<file path="config.mk">
export PLATFORM = sky130hd
export DESIGN_NAME = four_digit_seven_segment_decoder_flat
export DESIGN_NICKNAME = d
export VERILOG_FILES = /design/src/rtl/four_digit_seven_segment_decoder_pkg.sv /design/src/rtl/four_digit_seven_segment_decoder_if.sv /design/src/rtl/four_digit_seven_segment_decoder_seg7_decoder.sv /design/src/rtl/four_digit_seven_segment_decoder.sv /design/src/flat_wrapper.sv
export SDC_FILE = /design/constraint.sdc
export NUM_CORES = 1
export LEC_CHECK = 0
export BUFFER_PORTS_ARGS = -buffer_cell sky130_fd_sc_hd__buf_2
export CAP_MARGIN = 30
export CORE_MARGIN = 2
export CORE_UTILIZATION = 48
export DETAILED_ROUTE_END_ITERATION = 16
export PLACE_DENSITY = 0.74
export RECOVER_POWER = 25
export SLEW_MARGIN = 10
export SYNTH_ARGS = -nofsm -noshare
export SYNTH_HDL_FRONTEND = slang
export SYNTH_HIERARCHICAL = 1
export SYNTH_SLANG_ARGS = --single-unit
</file>
<file path="constraint.sdc">
create_clock -name clk_100MHz -period 1.74 [get_ports clk_100MHz]
set_input_delay 0.087 -clock clk_100MHz [delete_from_list [all_inputs] [get_ports clk_100MHz]]
set_output_delay 0.087 -clock clk_100MHz [all_outputs]
set_load 0.02 [all_outputs]
</file>
<file path="src/rtl/four_digit_seven_segment_decoder_pkg.sv">
// Shared constants for the four-digit seven-segment driver.
// Segment patterns are active-low, bit order {dp,g,f,e,d,c,b,a}.
package seven_seg_pkg;

    localparam logic [7:0] SEG_0     = 8'hC0;
    localparam logic [7:0] SEG_1     = 8'hF9;
    localparam logic [7:0] SEG_2     = 8'hA4;
    localparam logic [7:0] SEG_3     = 8'hB0;
    localparam logic [7:0] SEG_4     = 8'h99;
    localparam logic [7:0] SEG_5     = 8'h92;
    localparam logic [7:0] SEG_6     = 8'h82;
    localparam logic [7:0] SEG_7     = 8'hF8;
    localparam logic [7:0] SEG_8     = 8'h80;
    localparam logic [7:0] SEG_9     = 8'h90;
    localparam logic [7:0] SEG_A     = 8'h88;
    localparam logic [7:0] SEG_B     = 8'h83;
    localparam logic [7:0] SEG_C     = 8'hC6;
    localparam logic [7:0] SEG_D     = 8'hA1;
    localparam logic [7:0] SEG_E     = 8'h86;
    localparam logic [7:0] SEG_F     = 8'h8E;
    localparam logic [7:0] SEG_BLANK = 8'hFF;

    localparam logic [3:0] ANODES_OFF = 4'hF;

    // One-hot-low anode select for digit k.
    function automatic logic [3:0] anode_sel(input logic [1:0] k);
        anode_sel = ~(4'b0001 << k);
    endfunction

endpackage

</file>
<file path="src/rtl/four_digit_seven_segment_decoder_if.sv">
// Display bundle: digit values, enable mask and mode in; anodes/cathodes out.
// master drives the digit data, slave is the display driver.
interface four_digit_seven_segment_decoder_if;

    logic [3:0] v3;
    logic [3:0] v2;
    logic [3:0] v1;
    logic [3:0] v0;
    logic [3:0] digits;
    logic       decimal;
    logic [3:0] anodes;
    logic [7:0] cathodes;

    modport master (
        output v3, v2, v1, v0, digits, decimal,
        input  anodes, cathodes
    );

    modport slave (
        input  v3, v2, v1, v0, digits, decimal,
        output anodes, cathodes
    );

endinterface

</file>
<file path="src/rtl/four_digit_seven_segment_decoder_seg7_decoder.sv">
// Combinational 4-bit value to active-low segment pattern.
// Ports: value (digit), decimal (1 blanks 10..15), cathodes (pattern, dp off).
module seg7_decoder
    import seven_seg_pkg::*;
(
    input  logic [3:0] value,
    input  logic       decimal,
    output logic [7:0] cathodes
);

    logic [7:0] pat;

    always_comb begin
        pat = SEG_BLANK;
        unique case (value)
            4'h0: pat = SEG_0;
            4'h1: pat = SEG_1;
            4'h2: pat = SEG_2;
            4'h3: pat = SEG_3;
            4'h4: pat = SEG_4;
            4'h5: pat = SEG_5;
            4'h6: pat = SEG_6;
            4'h7: pat = SEG_7;
            4'h8: pat = SEG_8;
            4'h9: pat = SEG_9;
            4'hA: pat = decimal ? SEG_BLANK : SEG_A;
            4'hB: pat = decimal ? SEG_BLANK : SEG_B;
            4'hC: pat = decimal ? SEG_BLANK : SEG_C;
            4'hD: pat = decimal ? SEG_BLANK : SEG_D;
            4'hE: pat = decimal ? SEG_BLANK : SEG_E;
            4'hF: pat = decimal ? SEG_BLANK : SEG_F;
        endcase
    end

    // The decimal point is never lit.
    assign cathodes = {1'b1, pat[6:0]};

endmodule

</file>
<file path="src/rtl/four_digit_seven_segment_decoder.sv">
// Time-multiplexed four-digit common-anode seven-segment driver.
// Ports: clk_100MHz, rst_n (async low), bus (slave: digits in, anodes/cathodes out).
module four_digit_seven_segment_decoder
    import seven_seg_pkg::*;
#(
    parameter int REFRESH_BITS = 20
) (
    input  logic clk_100MHz,
    input  logic rst_n,
    four_digit_seven_segment_decoder_if.slave bus
);

    logic [REFRESH_BITS-1:0] cnt_q;
    logic [REFRESH_BITS-1:0] cnt_d;
    logic [1:0]              slot;
    logic [3:0]              val;
    logic                    en;
    logic [7:0]              seg;
    logic [3:0]              anodes_q;
    logic [3:0]              anodes_d;
    logic [7:0]              cathodes_q;
    logic [7:0]              cathodes_d;

    // Top two counter bits pick the digit slot.
    assign slot  = cnt_q[REFRESH_BITS-1 -: 2];
    assign cnt_d = cnt_q + 1'b1;

    always_comb begin
        val = bus.v0;
        en  = bus.digits[0];
        unique case (slot)
            2'd0: begin val = bus.v0; en = bus.digits[0]; end
            2'd1: begin val = bus.v1; en = bus.digits[1]; end
            2'd2: begin val = bus.v2; en = bus.digits[2]; end
            2'd3: begin val = bus.v3; en = bus.digits[3]; end
        endcase
    end

    seg7_decoder u_dec (
        .value    (val),
        .decimal  (bus.decimal),
        .cathodes (seg)
    );

    // Anode and segments are chosen from the same slot in the same cycle,
    // so a slot change can never overlap two low anodes.
    assign anodes_d   = en ? anode_sel(slot) : ANODES_OFF;
    assign cathodes_d = en ? seg : SEG_BLANK;

    always_ff @(posedge clk_100MHz or negedge rst_n) begin
        if (!rst_n) begin
            cnt_q      <= '0;
            anodes_q   <= ANODES_OFF;
            cathodes_q <= SEG_BLANK;
        end else begin
            cnt_q      <= cnt_d;
            anodes_q   <= anodes_d;
            cathodes_q <= cathodes_d;
        end
    end

    assign bus.anodes   = anodes_q;
    assign bus.cathodes = cathodes_q;

endmodule

</file>
<file path="src/flat_wrapper.sv">
// flat-port wrapper written by rule: the top's interface ports become plain ports
module four_digit_seven_segment_decoder_flat import seven_seg_pkg::*;
#(
    parameter int REFRESH_BITS = 20
)
  (clk_100MHz, rst_n, bus_v3, bus_v2, bus_v1, bus_v0, bus_digits, bus_decimal, bus_anodes, bus_cathodes);
  four_digit_seven_segment_decoder_if bus_i ();
  input  logic clk_100MHz;
  input  logic rst_n;
  input wire logic [$bits(bus_i.v3)-1:0] bus_v3;
  input wire logic [$bits(bus_i.v2)-1:0] bus_v2;
  input wire logic [$bits(bus_i.v1)-1:0] bus_v1;
  input wire logic [$bits(bus_i.v0)-1:0] bus_v0;
  input wire logic [$bits(bus_i.digits)-1:0] bus_digits;
  input wire logic [$bits(bus_i.decimal)-1:0] bus_decimal;
  output wire logic [$bits(bus_i.anodes)-1:0] bus_anodes;
  output wire logic [$bits(bus_i.cathodes)-1:0] bus_cathodes;
  assign bus_i.v3 = bus_v3;
  assign bus_i.v2 = bus_v2;
  assign bus_i.v1 = bus_v1;
  assign bus_i.v0 = bus_v0;
  assign bus_i.digits = bus_digits;
  assign bus_i.decimal = bus_decimal;
  assign bus_anodes = bus_i.anodes;
  assign bus_cathodes = bus_i.cathodes;
  four_digit_seven_segment_decoder #(.REFRESH_BITS(REFRESH_BITS)) u_core (.clk_100MHz(clk_100MHz), .rst_n(rst_n), .bus(bus_i));
endmodule
</file>
==> metrics list, run 1 <==
- STA puts the critical path data arrival time at 2.08 ns.
- Max-cap violations in this run came to 0.
- Peak supply drop: 0.498 mV
* Dominant combinational cell family by area after synthesis: simple AND/OR/NAND/NOR gates
- Relative slew margins: 50.9%
- Pleak: 0.953 nW
* Height of the chip: 62.9 µm
- Status: finished, violations left
- Cell Rows: 21
- In the layout the commonest cells are buf_2 (34), dfrtp_1 (19), xnor2_1 (14).
- For this run the aggregate overflow at the end of global routing stands at 0.
- Synth Area per Inst: 11.9 µm²
- First-pass GRT wire length: 6.04 mm
- Crit path max-delay family: multiplexers
- Yosys mapped the design onto 39 distinct sky130hd cell types.
- After layout, the worst path uses 104% of the clock period.
- The synthesized netlist devotes 9.98% of its cell area to XOR and XNOR gates.
- Relative to the synthesized area, the layout overhead comes to 26.6%.
- Of the total synthesized cell area, the portion taken by AND, OR, NAND and NOR gates is 19.2%.
* Floorplan die width: 62.9 µm
- The most critical setup path has its startpoint at u_core/cnt_q[18].
- Final instance area: 2110 µm²
* Number of max-slew violations in the final report: 0
- The initial utilization of the core area, before any placement, comes to 50.0%.
- STA classifies the critical path startpoint as a flop.
- Leaving out fill and tap cells, the most frequent cell in the layout is buf_2.
- Post-Synthesis Cells: 140
- The number of antenna diodes in the final layout is 0.
* CTS clk-pin slew, worst paths: 0.09 ns
- Using the TritonRoute via totals, the vias-per-cell ratio works out to 5.42.
- In the final timing run, aggregate negative setup slack is -0.288 ns.
- For the worst-skew pair, the clock arrives at the later sink with an insertion delay of 0.34 ns.
- Share of final-layout standard cells stronger than drive strength 1: 44.6%
- Initial antenna violation count: 0
- Across every metal layer, demand over resource in global routing totals 20.1%.
- RSZ-0062 raised after global routing: true
* Number of nets in the layout: 218
* Violated checks: negative setup slack
* Maximum number of pins on one net before global-route repair: 33
- Sequential cells were found to cover 48.9% of the synthesized design area.
- For this run, the detailed router's first-pass iteration total came to 4.
- Counting every net in the synthesized netlist gives 164.
* Launch instance of the worst register-to-register path: u_core/cnt_q[18]
- Counting flops and latches in the post-synthesis netlist gives 32.
* HPWL reported at the end of detailed placement: 2.38 mm
- Hold/Removal Path Class: in -> reg
* Nature of the critical path endpoint: flop
- Initial DRC Count: 46
* Least-Margin Pin Slew: 0.737 ns
- Power per cell area: 689 nW/µm²
- Walking the worst path, the cells encountered are mux4_2 -> nor2_1 -> o211ai_1 -> o311ai_2 -> nand2b_1.
* Overall Power: 1.45 mW
- The congestion estimate from routability-driven global placement came to 0.884.
* DR WL/cell: 14.2 µm
* Number of buffers created by CTS: 5
* Worst path buffer plus inverter count: 0
* Area of the core: 3340 µm²
* Detailed-route via count: 1306
* TritonCTS Sinks: 32
- Final-report setup violation count: 7
- # DRC: 0
- CTS tree: done
- Ys Warns: 6
* Biggest fanout along the worst timing path: 8
- The critical path is of the reg -> reg type.
- Longest individual stage delay on the worst path: 0.64 ns
* Area of the mapped netlist: 1670 µm²
- Synthesized-area fraction occupied by ao, oa, aoi and oai cells: 9.45%
- For the finished layout, the period the worst path requires is 1.81 ns.
- The die covers 3960 µm².
- Clk Tree Root Cell: clkbuf_4
- Of the total synthesized cell area, the portion taken by full adders, half adders and majority gates is 0.750%.
- Pin placement for this block handled 35 I/O pins.
- The worst hold path begins at bus_digits[0].
- Once detail routing completed, the nets flagged for antenna violations numbered 0.
- Data on the critical path is required at its endpoint by 2.01 ns.
* Post-synthesis mux area share: 6.75%
- Placed Instance Area: 1930 µm²
* Vias in the first global route: 1362
- Input and output buffers added on the ports amount to 34.
- Number of buffers on the longest clock path: 2
- Number of failing hold endpoints at the final stage: 0
- The final layout contains routed wiring with a total length of 3.43 mm.
- Across all setup checks in the final design, the least slack found is -0.0706 ns.
- On the critical path, the stage with the largest delay is an instance of mux4_2.
- Derived from the worst setup path, the maximum achievable clock frequency is 552 MHz.
* Clk_skew: 0.0114 ns
- The H-tree generated during clock tree synthesis spans 2 levels.
==> registers in the layout (all words and copies together), names as in the netlist <==
name                 count
u_core/cnt_q            20
u_core/bus.cathodes      8
u_core/bus.anodes        4
==> final cells by class <==
cell class                      count  area, µm²
Fill cell                         272       1220
Tap cell                           46       57.6
Timing Repair Buffer               54        335
Clock buffer                        8       68.8
Inverter                            5       18.8
Multi-Input combinational cell     96        815
Sequential cell                    32        817
==> metal layers <==
| metal | track usage (%) | share of wire [%] |
|---|---|---|
| met1 | 22.5 | 38 |
| met4 | 9.17 | 1.8 |
| met5 | 0 | 0 |
| met3 | 6.67 | 6.3 |
| met2 | 34.6 | 54 |
==> kinds of logic after synthesis <==
group,count (synthesis)
AND/OR/NAND/NOR,49
flip-flops,32
AO/OA/AOI/OAI,20
XOR/XNOR,19
buffers and inverters,13
multiplexers,5
adder cells (fa/ha/maj),1
other,1
==> final timing paths <==
kind,cells past startpoint,endpoint,slack [ns]
worst min register to register,1,u_core/cnt_q[14],0.47
min in group asynchronous,2,u_core/cnt_q[16],0.34
max in group asynchronous,2,u_core/cnt_q[18],0.89
worst max register to register,5,u_core/bus.cathodes[3],-0.07
worst max-delay path,5,u_core/bus.cathodes[3],-0.07
worst min-delay path,2,u_core/bus.anodes[0],0.07
==> worst reg2reg max path, cell delays in order (launching register included) <==
cell	delay (ns)
dfrtp_2	0.46
mux4_2	0.64
nor2_1	0.27
o211ai_1	0.14
o311ai_2	0.10
nand2b_1	0.14
==> synthesized netlist by cell type, drive strengths merged <==
cell type,instances,area (µm²)
a211o,1,8.76
a21boi,1,7.51
a21oi,4,23.8
a22o,2,17.5
a31oi,1,6.26
a32oi,1,8.76
and3,1,6.26
and4,1,8.76
buf,8,60.1
conb,1,3.75
dfrtp,20,500
dfstp,12,315
ha,1,12.5
inv,5,18.8
mux4,5,113
nand2,8,30.0
nand2b,11,68.8
nand3,10,50.1
nand3b,2,15.0
nand4,4,55.1
nor2,8,30.0
nor3,1,5.00
nor4,2,42.5
o211ai,1,7.51
o21a,1,7.51
o21ai,1,5.00
o221ai,1,8.76
o22a,2,17.5
o22ai,1,6.26
o311ai,1,16.3
o31a,1,8.76
o31ai,1,7.51
or3b,1,8.76
xnor2,14,123
xor2,5,43.8
==> metrics by stage <==
step / std cells / utilization [%] / hold slack [ns] / setup slack (ns)
after floorplan: 140 / - / -0.209 / -0.00433
after global placement: 223 / 57.9 / 0.156 / -0.0972
after detailed placement: 223 / 57.9 / 0.161 / -0.145
after CTS: 239 / 62.9 / 0.0538 / -0.0371
after global routing: 241 / 63.3 / 0.0544 / -0.199
final: 241 / 63.3 / 0.0728 / -0.0706
==> power by group <==
group,switching [mW],internal (mW)
logic,0.107,0.0969
clock network,0.240,0.237
registers,0.00332,0.769
==> timing repair <==
action / CTS / global route
endpoints found under the setup margin: 7 / 7
pin swaps: 0 / 1
resized for setup: 6 / 1
cloned: 1 / 1
hold buffers: 4 / 0
endpoints found under the hold margin: 23 / 0
setup buffers: 3 / 1
No activity file was read; power rests on OpenSTA's default activity.
==> run 2, diff against run 1 <==
--- a/config.mk
+++ b/config.mk
@@ -8,9 +8,10 @@
 export BUFFER_PORTS_ARGS = -buffer_cell sky130_fd_sc_hd__buf_2
 export CAP_MARGIN = 30
 export CORE_MARGIN = 2
-export CORE_UTILIZATION = 48
+export CORE_UTILIZATION = 51
+export CTS_BUF_LIST = sky130_fd_sc_hd__clkbuf_8
 export DETAILED_ROUTE_END_ITERATION = 16
-export PLACE_DENSITY = 0.74
+export PLACE_DENSITY = 0.78
 export RECOVER_POWER = 25
 export SLEW_MARGIN = 10
 export SYNTH_ARGS = -nofsm -noshare
==> run 2 against run 1 <==
Effect of this change:
- the run still ends with negative setup slack left
- register-to-register slack hardly changed
- non-clock buffer count down 7
- cell count fell by 4.1%
- global-route usage is 0.20 points higher
- first-iteration DRC count fell by 28%
- utilization grew 3.6 points
- critical endpoint is now u_core/bus.cathodes[2]
- largest power group unchanged
==> metrics list, run 2 (synthesis gave the netlist of run 1 again) <==
- Combined area of the multi-input logic cells: 797 µm² (was 815 µm²)
* Via density per instance: 5.35 (was 5.42)
- The area of the die was 3740 µm² (was 3960 µm²).
- The fill cell total of the finished layout is 250 (was 272).
- Total overflow reported by the global router: 0 (unchanged)
* Initial DRC Count: 33 (was 46)
* Post-layout util: 66.9% (was 63.3%)
- The share of the clock period used by the worst path after layout is 104% (about the same).
- Power per cell area: 738 nW/µm² (was 689 nW/µm²)
* RSZ-0062 raised after global routing: true (unchanged)
* # DRC: 0 (unchanged)
- Initial Utilization: 54.2% (was 50.0%)
* TNS Setup: -0.310 ns (was -0.288 ns)
- Initial antenna violation count: 0 (unchanged)
- Share of final-layout standard cells stronger than drive strength 1: 41.7% (was 44.6%)
- CTS tree: done (unchanged)
- Top Layer Used: met4 (unchanged)
* Worst path buffer plus inverter count: 0 (unchanged)
- P&R area growth vs syn: 23.5% (was 26.6%)
* Required arrival time at the worst endpoint: 1.95 ns (was 2.01 ns)
- CTS clk-pin slew, worst paths: 0.06 ns (was 0.09 ns)
- Pre-CTS setup slack: -0.156 ns (was -0.145 ns)
* Clk Tree Root Cell: clkbuf_8 (was clkbuf_4)
* Most frequent standard cell in the layout excluding fill and tap cells: buf_2 (unchanged)
- Status: finished, violations left (unchanged).
* Wirelength, routed: 3.25 mm (was 3.43 mm)
- Leading cell types in the layout, fill and taps excluded: buf_2 (33), dfrtp_1 (19), xnor2_1 (14) (was buf_2 (34), dfrtp_1 (19), xnor2_1 (14))
* Met3 routed WL: 121 µm (was 216 µm)
- Number of buffers on the longest clock path: 2 (unchanged)
- The register area is 817 µm² (unchanged).
- The final setup slack of the worst path was -0.0625 ns (was -0.0706 ns).
* Number of maximum-capacitance constraint violations: 0 (unchanged)
* Area of the core: 3080 µm² (was 3340 µm²)
- Antenna Diode Count: 0 (unchanged)
- The number of I/O port buffers is 34 (unchanged).
- First-pass GRT wire length: 5.47 mm (was 6.04 mm)
- The endpoint type of the worst setup path is a flop (unchanged).
* Fmax: 555 MHz (was 552 MHz)
* Cell Rows: 20 (was 21)
- The remaining number of nets flagged by the antenna check after routing is 0 (unchanged).
* Largest register by flop count: u_core/cnt_q (unchanged)
- The clock sink count was 32 (unchanged).
* Floorplan die width: 61.2 µm (was 62.9 µm)
- Worst Path Arrival: 2.01 ns (was 2.08 ns)
- The top-level port count was 35 (unchanged).
* Clk_skew: 0.00124 ns (was 0.0114 ns)
- Maximum number of pins on one net before global-route repair: 33 (unchanged)
- The standard cell with the maximum stage delay on the critical path is mux4_2 (unchanged).
- The time the final worst path needs with I/O delays and setup is 1.80 ns (was 1.81 ns).
* Cell with the most instances on the worst path: nor2_1
- Crit Path Category: reg -> reg (unchanged)
- The startpoint type of the worst setup path was a flop (unchanged).
- The longest individual stage delay on the worst path is 0.66 ns (was 0.64 ns).
* GRT Overall Usage: 20.3% (was 20.1%)
- Iteration count of the initial detailed-routing pass: 4 (unchanged)
- The total leakage power is 0.933 nW (was 0.953 nW).
* Number of buffers created by CTS: 5 (unchanged)
- Violated checks: negative setup slack (unchanged)
* Detailed-route via count: 1237 (was 1306)
* Number of max-slew violations in the final report: 0 (unchanged)
* Vias in the first global route: 1272 (was 1362)
- The wire length on met1 is 1.33 mm (was 1.30 mm).
* Relative slew margins: 49.5% (was 50.9%)
* Worst slack on hold paths: 0.134 ns (was 0.0728 ns)
- The net total in the final layout came to 210 (was 218).
- Crit path max-delay family: multiplexers (unchanged)
* Peak supply drop: 0.603 mV (was 0.498 mV)
* Hold/Removal Path Class: in -> reg (unchanged)
* Number of failing hold endpoints at the final stage: 0 (unchanged)
* DR WL/cell: 14.1 µm (was 14.2 µm)
- The post-detailed-placement half-perimeter wirelength is 2.38 mm (about the same).
* Final-report setup violation count: 7 (unchanged)
* Routed wl met2: 1.78 mm (was 1.85 mm)
- Least-Margin Pin Slew: 0.758 ns (was 0.737 ns)
- Cell count after placement: 218 (was 223)
- Critical path cell sequence: mux4_2 -> nor2_1 -> o22ai_1 -> nor2_1 -> nand2b_1 (was mux4_2 -> nor2_1 -> o211ai_1 -> o311ai_2 -> nand2b_1).
* Final GP Congestion: 0.841 (was 0.884)
- The clock network latency to the later pin of the worst-skew pair was 0.27 ns (was 0.34 ns).
- Height of the chip: 61.2 µm (was 62.9 µm)
- Biggest fanout along the worst timing path: 10 (was 8)
* Final Instance Count excl. Fillers: 231 (was 241)
- CTS H-tree lvls: 2 (unchanged)
- The number of flip-flops in the largest register came to 20 (unchanged).
run 2: cell types whose count changed in the layout (fill, tap and decap cells not counted), sizes merged:
cell / previous run / this run
mux4: 6 / 5
buf: 49 / 42
clkbuf: 9 / 7
inv: 5 / 7
run 2: timing repair:
action | in CTS | in global routing
hold buffers | 3 | 1
buffers inserted | 0 | 1
endpoints found under the setup margin | 7 | 7
gates resized for setup | 2 | 2
hold endpoints to repair | 22 | 1
run 2: path summary, 6_finish.rpt:
| check | startpoint | end | slack [ns] | depth (start not counted) |
|---|---|---|---|---|
| min in group asynchronous | rst_n | u_core/cnt_q[9] | 0.42 | 2 |
| max reg2reg | u_core/cnt_q[18] | u_core/bus.cathodes[2] | -0.06 | 5 |
| max in group asynchronous | rst_n | u_core/cnt_q[18] | 0.79 | 2 |
| min reg2reg | u_core/cnt_q[17] | u_core/cnt_q[17] | 0.47 | 1 |
| min | bus_digits[0] | u_core/bus.anodes[0] | 0.13 | 2 |
| max | u_core/cnt_q[18] | u_core/bus.cathodes[2] | -0.06 | 5 |
run 2: through the flow:
| step | area, µm² | power, mW |
|---|---|---|
| floorplan | 1690 | 0.900 |
| global placement | 1910 | 0.958 |
| detailed placement | 1910 | 0.966 |
| CTS | 2030 | 1.53 |
| global route | 2060 | 1.60 |
| finish | 2060 | 1.52 |
run 2: cell type report:
class / instances / share of cell area [%]
flip-flops and latches: 32 / 39.7
multi-input cells: 95 / 38.7
repair buffers: 47 / 13.7
clock buffers: 6 / 4.01
well taps: 44 / 2.67
inverters: 5 / 0.911
clock inverters: 2 / 0.365
run 2: power by group:
part | internal, mW | switching [mW]
logic | 0.0901 | 0.104
clock network | 0.310 | 0.242
registers | 0.770 | 0.00292
total | 1.17 | 0.349
run 2: routing by layer:
layer | vias up | GRT usage (%)
li1 | 583 | -
met1 | 625 | 23.7
met2 | 24 | 36.0
met3 | 5 | 5.88
met4 | 0 | 6.52
met5 | - | 0
run 2: worst reg2reg max path, delay by kind of cell (launching register included):
family / cells / cell delay (ns)
AO/OA/AOI/OAI: 1 / 0.16
flip-flops: 1 / 0.43
multiplexers: 1 / 0.66
AND/OR/NAND/NOR: 3 / 0.49
